**config.mk**
```make
export PLATFORM = sky130hd
export DESIGN_NAME = tis_node
export DESIGN_NICKNAME = d
export VERILOG_FILES = /design/src/rtl/tis_node.sv
export SDC_FILE = /design/constraint.sdc
export NUM_CORES = 1
export LEC_CHECK = 0
export CORE_MARGIN = 2
export CORE_UTILIZATION = 40
export CTS_CLUSTER_DIAMETER = 100
export DETAILED_ROUTE_END_ITERATION = 12
export DONT_BUFFER_PORTS = 1
export HOLD_SLACK_MARGIN = 0.1
export PLACE_DENSITY = 0.67
export SYNTH_ARGS = -nofsm -noshare
export SYNTH_HDL_FRONTEND = slang
export SYNTH_SLANG_ARGS = --single-unit
```
**constraint.sdc**
```tcl
create_clock -name clk -period 5.4 [get_ports clk]
set_input_delay 1.35 -clock clk [delete_from_list [all_inputs] [get_ports clk]]
set_output_delay 1.35 -clock clk [all_outputs]
set_load 0.01 [all_outputs]
```
**src/rtl/tis_node.sv**
```systemverilog
// tis_node: parametrised TIS-style execution node.
//
// A single-issue node that fetches from a loadable program memory and runs
// one instruction per cycle. Accumulator arithmetic saturates to +/-SAT_MAX.
// Neighbour ports use blocking valid/ready handshakes, so nodes can be tiled
// into a mesh.
//
// Ports:
//   clk, rst_n             clock, asynchronous active-low reset
//   run                    1 = execute, 0 = hold all state
//   plen                   program length in words (0 = nothing executes)
//   prog_we/addr/wdata     program memory write port, usable at any time
//   in_valid/data/ready    neighbour input ports, N_PORTS lanes
//   out_valid/data/ready   neighbour output ports; one shared word on all lanes
//   pc, acc, bak           architectural registers, exposed for debug display
//   blocked                current instruction is stalled on a port
//
// Optional build macro TIS_NODE_PERF_EN adds the retire_cnt and stall_cnt
// outputs, both 32-bit wrapping counters.
module tis_node #(
    parameter int DATA_W     = 11,
    parameter int SAT_MAX    = 999,
    parameter int PROG_DEPTH = 16,
    parameter int N_PORTS    = 4,
    parameter int PC_W       = $clog2(PROG_DEPTH),
    parameter int INSTR_W    = 10 + DATA_W
) (
    input  logic                        clk,
    input  logic                        rst_n,
    input  logic                        run,
    input  logic [PC_W:0]               plen,
    input  logic                        prog_we,
    input  logic [PC_W-1:0]             prog_addr,
    input  logic [INSTR_W-1:0]          prog_wdata,
    input  logic [N_PORTS-1:0]          in_valid,
    input  logic [N_PORTS*DATA_W-1:0]   in_data,
    output logic [N_PORTS-1:0]          in_ready,
    output logic [N_PORTS-1:0]          out_valid,
    output logic [N_PORTS*DATA_W-1:0]   out_data,
    input  logic [N_PORTS-1:0]          out_ready,
    output logic [PC_W-1:0]             pc,
    output logic [DATA_W-1:0]           acc,
    output logic [DATA_W-1:0]           bak,
    output logic                        blocked
`ifdef TIS_NODE_PERF_EN
    ,
    output logic [31:0]                 retire_cnt,
    output logic [31:0]                 stall_cnt
`endif
);

    localparam int XW = DATA_W + 1;          // arithmetic width, never overflows
    localparam int JW = DATA_W + PC_W + 2;   // JRO target width
    localparam logic signed [XW-1:0] SMAX = XW'(SAT_MAX);
    localparam logic signed [XW-1:0] SMIN = -SMAX;

    localparam logic [3:0] OP_SWP = 4'h1, OP_SAV = 4'h2, OP_NEG = 4'h3,
                           OP_ADD = 4'h4, OP_SUB = 4'h5, OP_MOV = 4'h6,
                           OP_JMP = 4'h7, OP_JEZ = 4'h8, OP_JNZ = 4'h9,
                           OP_JGZ = 4'hA, OP_JLZ = 4'hB, OP_JRO = 4'hC;

    typedef struct packed {
        logic [3:0]        op;
        logic [2:0]        src;
        logic [2:0]        dst;
        logic [DATA_W-1:0] imm;
    } instr_t;

    typedef enum logic {EXEC, WRITE} state_t;

    logic [INSTR_W-1:0] mem [PROG_DEPTH];
    instr_t             ins;
    state_t             state, state_n;
    logic [PC_W-1:0]    pc_n;
    logic [DATA_W-1:0]  acc_n, bak_n, wbuf, wbuf_n;
    logic [N_PORTS-1:0] ov_n, dst_hot;

    logic [N_PORTS-1:0][DATA_W-1:0] in_lane;
    logic [DATA_W-1:0]  src_val;
    logic               port_vld, active, uses_src, src_port, dst_port;
    logic               rd_port, stall, hs;
    logic signed [XW-1:0] acc_x, src_x;
    logic [PC_W:0]      pinc, plen_m1;
    logic [PC_W-1:0]    pc_seq, jmp_pc, jro_pc;
    logic signed [JW-1:0] jsum, plen_x;

    function automatic logic [DATA_W-1:0] sat(input logic signed [XW-1:0] v);
        if (v > SMAX)      return SMAX[DATA_W-1:0];
        else if (v < SMIN) return SMIN[DATA_W-1:0];
        else               return v[DATA_W-1:0];
    endfunction

    // Program memory: no reset, so a loaded program survives rst_n.
    always_ff @(posedge clk) begin
        if (prog_we) mem[prog_addr] <= prog_wdata;
    end

    // Combinational fetch: a write to mem[pc] is seen on the following cycle.
    assign ins     = mem[pc];
    assign in_lane = in_data;
    assign active  = run & (plen != '0);

    assign uses_src = (ins.op == OP_ADD) | (ins.op == OP_SUB) |
                      (ins.op == OP_MOV) | (ins.op == OP_JRO);
    assign src_port = ins.src[2] & ({1'b0, ins.src[1:0]} < 3'(N_PORTS));
    assign dst_port = ins.dst[2] & ({1'b0, ins.dst[1:0]} < 3'(N_PORTS));
    assign rd_port  = uses_src & src_port;

    always_comb begin
        src_val  = '0;
        port_vld = 1'b0;
        dst_hot  = '0;
        case (ins.src)
            3'd0:    src_val = acc;
            3'd2:    src_val = ins.imm;
            default: src_val = '0;
        endcase
        for (int k = 0; k < N_PORTS; k++) begin
            if (ins.src == 3'(4 + k)) begin
                src_val  = in_lane[k];
                port_vld = in_valid[k];
            end
            if (ins.dst == 3'(4 + k)) dst_hot[k] = 1'b1;
        end
    end

    assign stall = rd_port & ~port_vld;
    assign hs    = |(out_valid & out_ready);

    // in_ready is decoded from the instruction alone; it never looks at
    // out_ready, so there is no cross-port combinational path.
    for (genvar k = 0; k < N_PORTS; k++) begin : g_rdy
        assign in_ready[k] = rst_n & active & (state == EXEC) & rd_port &
                             (ins.src[1:0] == 2'(k));
    end

    assign out_data = {N_PORTS{wbuf}};
    assign blocked  = active & (((state == EXEC) & stall) |
                                ((state == WRITE) & ~hs));

    assign acc_x = {acc[DATA_W-1], acc};
    assign src_x = {src_val[DATA_W-1], src_val};

    // Next-pc candidates.
    assign pinc    = {1'b0, pc} + 1'b1;
    assign plen_m1 = plen - 1'b1;
    assign pc_seq  = (pinc >= plen) ? '0 : pinc[PC_W-1:0];
    assign jmp_pc  = ({1'b0, ins.imm[PC_W-1:0]} >= plen) ? '0 : ins.imm[PC_W-1:0];
    assign jsum    = $signed({{(JW-PC_W){1'b0}}, pc}) +
                     $signed({{(JW-DATA_W){src_val[DATA_W-1]}}, src_val});
    assign plen_x  = $signed({{(JW-PC_W-1){1'b0}}, plen});
    assign jro_pc  = (jsum < 0)       ? '0 :
                     (jsum >= plen_x) ? plen_m1[PC_W-1:0] : jsum[PC_W-1:0];

    always_comb begin
        state_n = state;
        pc_n    = pc;
        acc_n   = acc;
        bak_n   = bak;
        wbuf_n  = wbuf;
        ov_n    = out_valid;
        if (active) begin
            if (state == EXEC) begin
                if (!stall) begin
                    pc_n = pc_seq;
                    case (ins.op)
                        OP_SWP: begin acc_n = bak; bak_n = acc; end
                        OP_SAV: bak_n = acc;
                        OP_NEG: acc_n = sat(-acc_x);
                        OP_ADD: acc_n = sat(acc_x + src_x);
                        OP_SUB: acc_n = sat(acc_x - src_x);
                        OP_MOV: begin
                            if (dst_port) begin
                                // Word is held in wbuf and offered from WRITE;
                                // pc advances only once it is taken.
                                pc_n    = pc;
                                wbuf_n  = src_val;
                                ov_n    = dst_hot;
                                state_n = WRITE;
                            end else if (ins.dst == 3'd0) begin
                                acc_n = sat(src_x);
                            end
                        end
                        OP_JMP: pc_n = jmp_pc;
                        OP_JEZ: if (acc == '0) pc_n = jmp_pc;
                        OP_JNZ: if (acc != '0) pc_n = jmp_pc;
                        OP_JGZ: if (!acc[DATA_W-1] && acc != '0) pc_n = jmp_pc;
                        OP_JLZ: if (acc[DATA_W-1]) pc_n = jmp_pc;
                        OP_JRO: pc_n = jro_pc;
                        default: ;
                    endcase
                end
            end else if (hs) begin
                ov_n    = '0;
                pc_n    = pc_seq;
                state_n = EXEC;
            end
        end
    end

    always_ff @(posedge clk or negedge rst_n) begin
        if (!rst_n) begin
            state     <= EXEC;
            pc        <= '0;
            acc       <= '0;
            bak       <= '0;
            wbuf      <= '0;
            out_valid <= '0;
        end else begin
            state     <= state_n;
            pc        <= pc_n;
            acc       <= acc_n;
            bak       <= bak_n;
            wbuf      <= wbuf_n;
            out_valid <= ov_n;
        end
    end

`ifdef TIS_NODE_PERF_EN
    logic retire;
    assign retire = active & (((state == EXEC) & ~stall &
                               ~((ins.op == OP_MOV) & dst_port)) |
                              ((state == WRITE) & hs));

    always_ff @(posedge clk or negedge rst_n) begin
        if (!rst_n) begin
            retire_cnt <= '0;
            stall_cnt  <= '0;
        end else begin
            if (retire)        retire_cnt <= retire_cnt + 32'd1;
            if (run & blocked) stall_cnt  <= stall_cnt + 32'd1;
        end
    end
`else
    // Performance counters compiled out.
`endif

endmodule
```
* Word-level counts from Yosys, hierarchy flattened
Memory sizes are Yosys's and may differ from the RTL's.
Cells that the tools add are included.
** Operators by class
- Add/subtract/negate cells :: 6
- $lt $le $gt $ge :: 12
- Equality and inequality tests :: 29
- Multiplexer cells :: 49
- Bitwise gates (word level) :: 22
- Reduce and logical (&&, ||, !) cells :: 18
** Operators by type and width (count)
- $mux W11 :: 14
- $mux W4 :: 17
- $pmux W11 S5 :: 1
- $gt A12 B11 Y1 const B :: 3
- $lt A12 B11 Y1 const B :: 3
- $pmux W4 S7 :: 1
- $eq A3 B3 Y1 const B :: 8
- $pmux W11 S2 :: 1
- $eq A4 B4 Y1 const B :: 5
- $eq A4 B3 Y1 const B :: 4
- $mux W1 :: 15
- $and A1 B1 Y1 :: 13
- $add A11 B11 Y12 :: 1
- $add A5 B11 Y12 :: 1
- $ge A12 B6 Y1 :: 1
- $lt A12 B1 Y1 const B :: 1
- $neg A11 Y12 :: 1
- $sub A11 B11 Y12 :: 1
- $gt A11 B11 Y1 const B :: 1
- $logic_not A11 Y1 :: 1
- $lt A11 B11 Y1 const B :: 1
- $reduce_bool A11 Y1 :: 1
- $reduce_and A5 Y1 :: 2
- $reduce_bool A5 Y1 :: 2
- 24 further kinds :: 37
** Storage, ports and cells
- Register bits :: 42
- Bits in writable memories :: 336
- Input port bits :: 86
- Output and inout port bits :: 79
- Memories :: 1
** Memories
- mem :: words 16, bits a word 21, read ports 1, clocked after memory_dff 0, wr ports 1, line 71 : logic [INSTR_W-1:0] mem [PROG_DEPTH];

* Longest topological paths before layout
An unclocked memory read counts as a cell.
- Depth in word-level cells :: 14
- Gate-level depth with buffers :: 23
- Depth with buffers taken out :: 20

* Worst setup path after synthesis
Ideal clock, no wire load.
- Path kind :: reg2reg
- From :: register pc[0]
- To :: register acc[0]
- Library setup time :: 0.104 ns
- Arrival :: 5.861 ns
- Required time :: 5.296 ns
- Slack :: -0.565 ns
- Stages on the path, launching flop included :: 24
- Buffers on the path :: 6
- Cells stage by stage :: dfrtp_1 > buf_6 > buf_12 > buf_12 > buf_12 > buf_12 > buf_12 > mux4_1 > mux4_2 > mux4_2 > a21oi_4 > inv_2 > fa_1 > a21o_1 > a21o_1 > a2111oi_0 > a211oi_1 > or3_1 > nor3_1 > a21boi_0 > o22ai_1 > nor3_1 > or3_1 > a221oi_1
** Between the ends
- Longest elaborated chain between the ends :: 13
- Elaborated cells on any way between the ends :: 51
** Ends and longest elaborated chain
- start: declaration :: line 41 : output logic [PC_W-1:0] pc,
- start signal: assignment :: line 211 : pc <= pc_n;
- $mem_v2 Z16 W21 (*)
- $eq A3 B2 Y1 / $logic_not A3 Y1 (equally long branches) :: line 113 : case (ins.src)
- $pmux W11 S2 :: line 113
- $mux W11 (3 in a row) :: line 119 : if (ins.src == 3'(4 + k)) begin
- $mux W11 (*) :: line 119
- net src_val[1] :: line 79 : logic [DATA_W-1:0] src_val;
- branches (longest 5 deep; another with $sub A11 B11 Y12)
- $pmux W11 S5 (*) :: line 166 : case (ins.op)
- end signal: assignment :: line 212 : acc <= acc_n;
- end: declaration :: line 42 : output logic [DATA_W-1:0] acc,
Mark *: on every way through the listed nets, which the timed path passes. The select of a mux whose other input is x is not followed.
A chain may end at the register's enable or synchronous reset.

* Worst setup path in the final report
Ends and elaborated chain as after synthesis.

==> out/summary.md <==
The finished layout holds 2114 standard cells, fillers aside. The overall die width was 223.2 microns. The multi-input combinational cells in the finished layout cover a total of 7508 sq um. At the pin with the least slew margin, the transition time is 1.159 ns. Slack of the critical path: -0.02459 ns.

The library cell used most frequently in the layout, excluding fill and tap cells, is sky130_fd_sc_hd__edfxtp_1. For the data required time of the critical path, the log shows 5.87 ns. After clock tree synthesis, the flow added hold-fix buffers numbering 0. Routability-driven placement finished with a final weighted congestion of 1.033. The detailed placer's ending HPWL is 38670 microns. Fraction of final layout cells sized beyond drive strength 1: 29.53%. In this run the worst path has a maximum fanout of 6. In this run the worst hold path is classified as input port to asynchronous set/reset pin.

For this run the aggregate overflow at the end of global routing stands at 0. The largest buffer count on any clock path is 3, and the detailed-route vias per instance is 5.902. For the die area, the log shows 49810 sq um. The H-tree generated during clock tree synthesis spans 2 levels. The largest individual stage delay along the critical path comes from the cell sky130_fd_sc_hd__dfrtp_4. Prior to clock tree synthesis, the placed netlist has a worst setup slack of -0.2140 ns.

Counting tap cells, the placed design contains a total of 2021 instances. The detailed-route via count is 12480. Clock tree synthesis selected as its root buffer the cell sky130_fd_sc_hd__clkbuf_16. The number of register bits inferred by synthesis is 378. Compared with the post-synthesis result, the final layout area differs by 16.93%. The final clock skew was 0.02780 ns. For the finished layout, the period the worst path requires is 5.425 ns. After synthesis, the share of flip-flops with an asynchronous set or reset is 11.11%. The worst-skew pair later-pin latency came out at 0.57 ns. The worst setup path is of the register to register kind. Max-cap violations in this run came to 0. The number of buffers created by CTS is 40, and the final count of hold timing violations is 0. Largest net degree at the start of global routing: 44. The portion of the clock cycle consumed by the worst path in the final layout came out at 100.5%. The delay of the slowest cell on the worst path was 0.54 ns; the detailed router's first-iteration violation count was 1122. Number of placement rows: 80. After synthesis, the largest family of logic cells by area is multiplexers.

The arrival time of the worst setup path is 5.90 ns, and the area fraction in compound gates after synthesis is 10.12%. The dominant synthesized flop cell was sky130_fd_sc_hd__edfxtp_1. The multiplexer share of the synthesized area is 14.06%, and the average footprint of a synthesized cell is 14.41 sq um. The summed negative setup slack over all endpoints was -0.04345 ns.

For the normalized max-slew margin, the log shows 22.72%. Number of antenna violations at the first check in global routing: 3. The share of the synthesized netlist area taken by xor and xnor gates was 1.185%. The average routed wire per standard cell is 26.38 microns, and the top-level I/O count is 165. The via count of the first global-routing pass was 12300. The top cell types in the final layout, fill and taps aside, are 336 x sky130_fd_sc_hd__edfxtp_1, 175 x sky130_fd_sc_hd__buf_4, 78 x sky130_fd_sc_hd__nor2_1. Summing the areas of all fa, ha and maj instances in the mapped netlist gives 3.614% of the synthesized area. The post-CTS clock slew at the launch and capture registers of the worst setup and hold paths came out at 0.07 ns. Port buffering added 0 buffers. The sequential cells in the finished layout cover a total of 11150 sq um. STA classifies the critical path endpoint as a register. The first global-routing pass estimated 80920 microns of wire. For this run, the detailed router's first-pass iteration total came to 6. The number of clock sinks was 378. Setup repair after global routing could not meet its margin everywhere. The tools report the total setup violations reported at the end of the flow as 2. Vertical die dimension: 223.2 microns. Across every metal layer, demand over resource in global routing totals 22.15%. The synthesized netlist contains 101 unique library cells. TritonCTS built the clock tree. The area fraction in and, or, nand and nor cells after synthesis is 8.432%, and the number of DRC violations after detailed routing is 0. The worst setup path is launched from a register.

The number of instances in the synthesized netlist was 1334; the final net count was 1604. The flow ran to the end, but the final reports show violations. After synthesis, flip-flops and latches occupy 57.97% of the total area. In this run the cell area of the synthesized design comes to 19220 sq um. Cells fill 47.26% of the core in the end. The tools report the number of pins with negative max-slew slack in the final report as 0. The checks that failed: setup timing. The tools report the area of the core as 47550 sq um.

In this run, synthesis inferred 336 flip-flops with an integrated enable. Once the floorplan was initialized, standard cells occupied 40.42% of the core. In this run the remaining antenna-violating nets after routing total 0.

For this run, the top clock speed supported by timing is 184.3 MHz. For this run, the number of Yosys warnings is 0. Traced cell by cell, the critical path runs through buf_12 -> buf_6 -> mux4_2 -> a22o_1 -> nor2_4 -> buf_6 -> mux4_2 -> nand2_2 -> o21ai_4 -> ha_4 -> fa_2 -> a21o_1 -> a21o_1 -> a2111oi_4 -> a211oi_4 -> or3_4 -> nor3_4 -> a21oi_2 -> o22ai_2 -> nor3_1 -> or3_1 -> a221oi_2. Counting the fill cells in the layout gives 4098. The logs give 55760 microns for the wire length reported by the detailed router and 1472 for the synthesized netlist net count.
[path summary, 6_finish.rpt]
check / startpoint / to / slack, ns / cells after the start
hold / removal: rst_n / bak[9] / 0.47 / 0
max in group asynchronous: rst_n / pc[0] / 4.79 / 0
hold reg to reg: bak[7] / bak[7] / 0.61 / 1
min in group clk: bak[7] / bak[7] / 0.61 / 1
setup / recovery: pc[0] / acc[0] / -0.02 / 22
setup reg to reg: pc[0] / acc[0] / -0.02 / 22
[per-stage QoR]
stage                     hold WS [ns]  instance area [sq um]
after floorplan                 0.5312                  19280
after global placement          0.5724                  20700
after detailed placement        0.5986                  20700
after CTS                       0.4371                  22230
after global routing            0.4442                  22470
final                           0.4685                  22470
[synthesized netlist by cell type (all sizes together) (36+ instances only)]
| cell | instances | area share (%) |
|---|---|---|
| edfxtp | 336 | 53 |
| nor2 | 95 | 1.9 |
| mux4 | 89 | 11 |
| buf | 74 | 3.3 |
| o21ai | 69 | 1.9 |
| a21oi | 64 | 1.8 |
| nand2 | 64 | 1.3 |
| ha | 49 | 3.2 |
| inv | 45 | 0.88 |
| dfrtp | 42 | 5.5 |
| nand3 | 36 | 0.94 |
[layer usage]
| layer | share of wire, % | track usage [%] | vias to the layer above | routed length (microns) |
|---|---|---|---|---|
| met5 | 0.014 | 0 | - | 8 |
| met4 | 2.8 | 6.084 | 2 | 1567 |
| met3 | 8.5 | 5.294 | 103 | 4747 |
| met2 | 49 | 37.54 | 537 | 27150 |
| met1 | 40 | 28.50 | 6352 | 22290 |
| li1 | - | - | 5482 | - |
[registers in the layout (all words and copies together) (netlist names)]
| name | count |
|---|---|
| state | 1 |
| acc | 11 |
| bak | 11 |
| pc | 4 |
| out_valid | 4 |
| wbuf | 11 |
| mem | 336 |
[worst max-delay path: cells and delay by family, from the launching register on]
family / cells / cell delay, ns
AO/OA/AOI/OAI: 9 / 1.76
adder cells (fa/ha/maj): 2 / 0.56
buffers and inverters: 3 / 0.40
flip-flops: 1 / 0.54
multiplexers: 2 / 0.73
AND/OR/NAND/NOR: 6 / 1.37
[logic make-up after synthesis]
group	after synthesis
AO/OA/AOI/OAI	273
XOR/XNOR	26
adder cells (fa/ha/maj)	54
buffers and inverters	142
flip-flops	378
multiplexers	144
AND/OR/NAND/NOR	317
[final cells by class]
class,instances,area share [%]
Clock inverter,25,1.398
Clock buffer,48,4.588
Multi-Input combinational cell,814,33.41
Timing Repair Buffer,187,6.776
Inverter,45,0.7628
Sequential cell,378,49.62
Antenna cell,2,0.02227
Tap cell,615,3.424
[repair_timing]
| item | 4_1_cts | 5_1_grt |
|---|---|---|
| endpoints found under the setup margin | 14 | 16 |
| gates cloned | 0 | 0 |
| buffers inserted | 6 | 12 |
| pin swaps | 9 | 10 |
| resized for setup | 33 | 30 |
Power is left out: the tool's default activity adds up to more than one toggle a clock period on the data nets, which glitch-free logic cannot reach.
